$ cat config.mk
export PLATFORM = sky130hd
export DESIGN_NAME = branch_predict_unit
export DESIGN_NICKNAME = d
export VERILOG_FILES = /design/src/rtl/branch_predict_unit.sv
export SDC_FILE = /design/constraint.sdc
export NUM_CORES = 1
export LEC_CHECK = 0
export ABC_AREA = 1
export ABC_CLOCK_PERIOD_IN_PS = 4100
export BUFFER_PORTS_ARGS = -buffer_cell sky130_fd_sc_hd__buf_2
export CAP_MARGIN = 20
export CORE_MARGIN = 2
export CORE_UTILIZATION = 46
export CTS_BUF_LIST = sky130_fd_sc_hd__clkbuf_16
export DETAILED_ROUTE_END_ITERATION = 6
export PLACE_DENSITY = 0.72
export RECOVER_POWER = 25
export SLEW_MARGIN = 15
export SYNTH_ARGS = -nofsm -noshare
export SYNTH_HDL_FRONTEND = slang
export SYNTH_SLANG_ARGS = --single-unit
$ cat constraint.sdc
create_clock -name clk -period 4.1 [get_ports clk]
set_input_delay 0.41 -clock clk [delete_from_list [all_inputs] [get_ports clk]]
set_output_delay 0.41 -clock clk [all_outputs]
set_load 0.01 [all_outputs]
$ cat src/rtl/branch_predict_unit.sv
// branch_predict_unit: EX-stage branch/jump resolver plus a direct-mapped
// branch target buffer with per-entry saturating direction counters.
// IF looks up the BTB combinationally every cycle, EX resolutions train it,
// and a mispredict flag with its redirect PC lets the pipeline flush IF/ID.
// Saturating branch and mispredict counters support performance measurement.
module branch_predict_unit #(
  parameter int PC_W    = 9,
  parameter int ENTRIES = 16,
  parameter int CNT_W   = 2,
  parameter int STAT_W  = 16
) (
  input  logic              clk,
  input  logic              reset,
  input  logic [PC_W-1:0]   fetch_pc,
  output logic              pred_taken,
  output logic [PC_W-1:0]   pred_target,
  input  logic              ex_valid,
  input  logic [PC_W-1:0]   ex_pc,
  input  logic [31:0]       imm,
  input  logic              branch,
  input  logic              jalr_sel,
  input  logic [31:0]       alu_result,
  input  logic              ex_pred_taken,
  input  logic [PC_W-1:0]   ex_pred_target,
  output logic [31:0]       pc_plus_4,
  output logic [31:0]       pc_plus_imm,
  output logic [31:0]       branch_target,
  output logic              actual_taken,
  output logic              mispredict,
  output logic [31:0]       redirect_pc,
  output logic [STAT_W-1:0] br_count,
  output logic [STAT_W-1:0] mp_count
);

  localparam int IDX_W = $clog2(ENTRIES);
  localparam int TAG_W = PC_W - IDX_W - 2;
  localparam logic [CNT_W-1:0]  CNT_MAX     = {CNT_W{1'b1}};
  localparam logic [CNT_W-1:0]  CNT_ZERO    = {CNT_W{1'b0}};
  localparam logic [CNT_W-1:0]  CNT_WEAK_T  = CNT_W'(1'b1) << (CNT_W - 1);
  localparam logic [CNT_W-1:0]  CNT_WEAK_NT = CNT_WEAK_T - CNT_W'(1'b1);
  localparam logic [STAT_W-1:0] STAT_MAX    = {STAT_W{1'b1}};

  // BTB storage
  logic              valid_r  [ENTRIES];
  logic [TAG_W-1:0]  tag_r    [ENTRIES];
  logic [PC_W-1:0]   target_r [ENTRIES];
  logic [CNT_W-1:0]  cnt_r    [ENTRIES];
  logic [STAT_W-1:0] br_count_r;
  logic [STAT_W-1:0] mp_count_r;

  logic [IDX_W-1:0]  f_idx_s;
  logic [TAG_W-1:0]  f_tag_s;
  logic              f_hit_s;
  logic [31:0]       ex_pc_ext_s;
  logic              ctl_s;
  logic [IDX_W-1:0]  t_idx_s;
  logic [TAG_W-1:0]  t_tag_s;
  logic              t_hit_s;
  logic              t_wr_s;
  logic [CNT_W-1:0]  cnt_nxt_s;
  logic [PC_W-1:0]   tgt_nxt_s;

  // Byte-offset bits of the PCs never select an entry; folded here on purpose.
  logic unused_s;
  assign unused_s = ^{fetch_pc[1:0], ex_pc[1:0]};

  // IF lookup: hit needs valid entry with matching tag; direction from counter MSB.
  always_comb begin
    f_idx_s    = fetch_pc[IDX_W+1:2];
    f_tag_s    = fetch_pc[PC_W-1:IDX_W+2];
    f_hit_s    = valid_r[f_idx_s] && (tag_r[f_idx_s] == f_tag_s);
    pred_taken = f_hit_s & cnt_r[f_idx_s][CNT_W-1];
    if (pred_taken) begin
      pred_target = target_r[f_idx_s];
    end else begin
      pred_target = fetch_pc + PC_W'(4);
    end
  end

  // EX resolution: direction, target, and comparison against the carried prediction.
  always_comb begin
    ex_pc_ext_s  = 32'(ex_pc);
    pc_plus_4    = ex_pc_ext_s + 32'd4;
    pc_plus_imm  = ex_pc_ext_s + imm;
    actual_taken = jalr_sel | (branch & alu_result[0]);
    if (jalr_sel) begin
      branch_target = alu_result & 32'hFFFF_FFFE;
    end else begin
      branch_target = ex_pc_ext_s + (imm << 1);
    end
    ctl_s      = ex_valid & (branch | jalr_sel);
    mispredict = ctl_s & ((actual_taken != ex_pred_taken) |
                          (actual_taken & (ex_pred_target != branch_target[PC_W-1:0])));
    if (actual_taken) begin
      redirect_pc = branch_target;
    end else begin
      redirect_pc = pc_plus_4;
    end
  end

  // Training next-state for the entry addressed by the resolving instruction.
  always_comb begin
    t_idx_s = ex_pc[IDX_W+1:2];
    t_tag_s = ex_pc[PC_W-1:IDX_W+2];
    t_hit_s = valid_r[t_idx_s] && (tag_r[t_idx_s] == t_tag_s);
    // A miss only allocates when the branch was actually taken.
    t_wr_s  = ctl_s & (t_hit_s | actual_taken);
    if (!t_hit_s) begin
      cnt_nxt_s = CNT_WEAK_T;
    end else if (actual_taken) begin
      if (cnt_r[t_idx_s] == CNT_MAX) begin
        cnt_nxt_s = CNT_MAX;
      end else begin
        cnt_nxt_s = cnt_r[t_idx_s] + CNT_W'(1'b1);
      end
    end else begin
      if (cnt_r[t_idx_s] == CNT_ZERO) begin
        cnt_nxt_s = CNT_ZERO;
      end else begin
        cnt_nxt_s = cnt_r[t_idx_s] - CNT_W'(1'b1);
      end
    end
    if (actual_taken) begin
      tgt_nxt_s = branch_target[PC_W-1:0];
    end else begin
      tgt_nxt_s = target_r[t_idx_s];
    end
  end

  // BTB update: reset clears every entry to weakly-not-taken, otherwise write the trained entry.
  always_ff @(posedge clk) begin
    if (reset) begin
      for (int i = 0; i < ENTRIES; i++) begin
        valid_r[i]  <= 1'b0;
        tag_r[i]    <= {TAG_W{1'b0}};
        target_r[i] <= {PC_W{1'b0}};
        cnt_r[i]    <= CNT_WEAK_NT;
      end
    end else if (t_wr_s) begin
      valid_r[t_idx_s]  <= 1'b1;
      tag_r[t_idx_s]    <= t_tag_s;
      target_r[t_idx_s] <= tgt_nxt_s;
      cnt_r[t_idx_s]    <= cnt_nxt_s;
    end
  end

  // Saturating statistics for resolved control instructions and mispredictions.
  always_ff @(posedge clk) begin
    if (reset) begin
      br_count_r <= {STAT_W{1'b0}};
      mp_count_r <= {STAT_W{1'b0}};
    end else begin
      if (ctl_s && (br_count_r != STAT_MAX)) begin
        br_count_r <= br_count_r + STAT_W'(1'b1);
      end
      if (mispredict && (mp_count_r != STAT_MAX)) begin
        mp_count_r <= mp_count_r + STAT_W'(1'b1);
      end
    end
  end

  assign br_count = br_count_r;
  assign mp_count = mp_count_r;

endmodule

==> metrics.md <==
| Metric | Value |
|---|---|
| Outcome | finished clean |
| Crit path kind | primary input to output port |
| Reg2Reg Depth | 14 |
| H-tree depth | 1 |
| Clock network power share | 0.363 |
| FILL cells | 3,291 |
| Setup total negative slack | 0 ps |
| CP endpoint kind | output port |
| Final WL | between 50,000 and 60,000 µm |
| Mapped Area | 16,400 µm² |
| TritonCTS clock tree | built |
| Final setup fails | 0 |
| Hpwl dp | about 39,000 µm |
| Gpl congestion | 0.992 |
| Max stage delay cell, worst path | fa_1 |
| Fin Clk Skew | 15.7 ps |
| Commonest non-fill, non-tap cell in the layout | nor2_1 |
| Worst path max stage delay | 410 ps |
| Vias/cell | 5.64 |
| # IOs | roughly 270 |
| Yosys top cell area share | 0.411 |
| Synth Warn # | 0 |
| NumNets Final | 2,418 |
| PostCTS Resize Cnt | 0 |
| Worst reg2reg setup slack | 1550 ps |
| Hold path endpoint | br_count[1] |
| Worst R2R End | tag_r[14][1] |
| Clock Pin Slew Worst Setup and Hold Paths | 70 ps |
| DR vias | approximately 16,000 |
| Post-CTS Hold Buffers | 0 |
| Fin. Hold Viols | 0 |
| Achievable Freq | 284 MHz |
| Post-CTS setup buffers | 0 |
| Fin crit share | 0.857 |
| First-pass GRT wire length | slightly above 80,000 µm |
| Die width | 193 µm |
| Largest net degree at the start of global routing | 75 |
| Sequential Power Share | 0.462 |
| Worst slew pin tran | 1240 ps |
| Final core occ | 0.530 |
| GRT overflow | 0 |
| Yosys reg bits | approximately 270 |
| Core region area | 35,300 µm² |
| Post-route ant nets | 0 |
| Hold path cells | 2 |
| Synth area leaders | edfxtp_1 41%, nor2_1 10%, nand2_1 9.4% |
| Max Cap Viol | 0 |
| Clock period minus worst slack | approximately 3500 ps |
| Wirelength per Cell | 19.2 µm |
| Comb pwr share | 0.175 |
| Static Leak | roughly 7.9 nW |
| Crit-path cells | buf_2 -> ha_1 -> inv_1 -> fa_1 -> nand3b_1 -> nand2_1 -> a21oi_1 -> o21ai_0 -> a21oi_1 -> nor2_1 -> nand2_1 -> nor2_1 -> xor2_1 -> buf_2 |
| Worst EP required | roughly 3700 ps |
| Post-Synthesis Cells | 2,092 |
| Initial antenna violation count | 2 |
| Syn Area/Cell | just under 8 µm² |
| Worst hold path class | primary input to flop |
| P per Cell Area | roughly 360 nW/µm² |
| Slew Viols, Final | 0 |
| Count of cell types in the netlist | 49 |
| Vias in the first global route | 14,600 |
| Tot Pwr | 0.00682 W |
| Critical hold path startpoint | reset |
| Initial Utilization | 0.463 |
| Internal Pwr Total | 0.00483 W |
| WP data arrival | 3110 ps |
| CP Max Fanout | 5 |
| Slew headroom | 0.166 |
| Bufs on Longest Clock Path | 3 |
| Root Driver | clkbuf_16 |
| Startpoint types | primary input |
| Sequential-to-total area share from yosys stat | 0.470 |
| Area delta synth->final | 14.4% |
| # port buffers | ~250 |
| Sw Pwr | 0.00199 W |
| Global Route Usage Sum | 0.284 |
| Die Height | 193 µm |
| Sw frac | 0.292 |
| Num Clock Sinks | 272 |
| Layout cells sized above 1 | 0.137 |
| Die ar. | 37,100 µm² |
| TritonCTS buffer count | 28 |
| Clk_lat worst skew | approximately 570 ps |
| Worst IR Drop VDD | 0.000332 V |
| # rows | between 60 and 70 |
| RR Startpoint | tag_r[10][0] |
| Dominant cell type by area after synthesis | edfxtp_1 |
| Drt first pass iters | 5 |
| DRC viols | 0 |
| 1st-iter DRT viols | roughly 1,700 |
| Most frequent cells in the layout | 446 x nor2_1, 408 x nand2_1, 224 x edfxtp_1 |
| Unrepaired setup endpoints after global routing | false |
flip-flops by register name (all words and copies together), names as in the netlist:
register,flops
target_r,144
cnt_r,32
valid_r,16
mp_count,16
br_count,16
tag_r,48
metal layers:
layer	wire length, µm	share of wire	vias to the layer above	track usage
met2	24900	0.47	878	0.467
li1	-	-	7354	-
met4	1920	0.036	2	0.0957
met1	21400	0.40	7279	0.381
met5	11	0.00021	-	0
met3	5010	0.094	141	0.0482
cell type report:
cell class / count / area [µm²] / area share
inverter: 189 / 709 / 0.0379
antenna: 1 / 2.50 / 0.000134
clock inverter: 21 / 173 / 0.00923
multi-input combinational: 1523 / 7380 / 0.395
timing repair buffer: 281 / 1470 / 0.0788
tap: 461 / 577 / 0.0308
clock buffer: 28 / 701 / 0.0375
sequential: 272 / 7690 / 0.411
power groups by stage:
stage               Clock (W)  Sequential [W]  Combinational (W)
global placement            0         0.00320            0.00116
CTS                   0.00248         0.00315            0.00118
global route          0.00259         0.00316            0.00130
detailed placement          0         0.00321            0.00118
finish                0.00247         0.00315            0.00119
floorplan                   0         0.00319           0.000721
worst max-delay path, delay by kind of cell:
family	cells	cell delay [ps]
XOR/XNOR	1	160
AO/OA/AOI/OAI	3	520
adder cells (fa/ha/maj)	2	640
buffers and inverters	3	330
AND/OR/NAND/NOR	5	1030
synth_stat cells, drive strengths merged:
master / instances
conb: 1
nand3: 144
xnor2: 6
a221oi: 7
clkbuf: 63
a21boi: 1
a21oi: 61
or2: 13
o21ai: 179
nand2: 409
xor2: 45
dfxtp: 48
clkinv: 6
nand3b: 2
nor2: 449
o21bai: 1
o41ai: 1
a211oi: 1
o21ba: 1
a21o: 1
nand4: 49
ha: 24
o221ai: 18
o311ai: 1
and2: 4
o21a: 3
inv: 183
o211ai: 15
a31oi: 3
nor3b: 1
nor4: 9
edfxtp: 224
and3: 1
o22ai: 24
nor3: 25
fa: 2
buf: 66
a41oi: 1
through the flow:
stage          instance area [µm²]  setup slack [ps]  hold WS [ps]  instances
2_1_floorplan                16400              1300           427       2113
3_3_place_gp                 17900               714           443       2726
3_5_place_dp                 17900               655           447       2726
4_1_cts                      18800               637           196       2775
5_1_grt                      18700               462           228       2776
6_report                     18700               585           206       2776
how the worst max path moves through the flow:
| stage | startpoint | endpoint | slack, ps | cells after the start |
|---|---|---|---|---|
| 2_1_floorplan | ex_pc[0] | pc_plus_imm[20] | 1300 | 12 |
| 3_3_place_gp | ex_pc[0] | pc_plus_imm[20] | 710 | 14 |
| 3_5_place_dp | ex_pc[0] | pc_plus_imm[20] | 650 | 14 |
| 4_1_cts | ex_pc[0] | pc_plus_imm[20] | 640 | 14 |
| 5_1_grt | ex_pc[0] | pc_plus_imm[20] | 460 | 14 |
| 6_report | ex_pc[0] | pc_plus_imm[20] | 580 | 14 |
kinds of logic after synthesis:
logic type / Yosys count / share of synthesized area
simple gates: 1106 / 0.288
xor+xnor: 51 / 0.0273
buf+inv: 318 / 0.0840
flops: 272 / 0.470
fa+ha+maj: 26 / 0.0208
compound gates: 318 / 0.109
other cells: 1 / 0.000229
(Power assumes the default switching activity.)
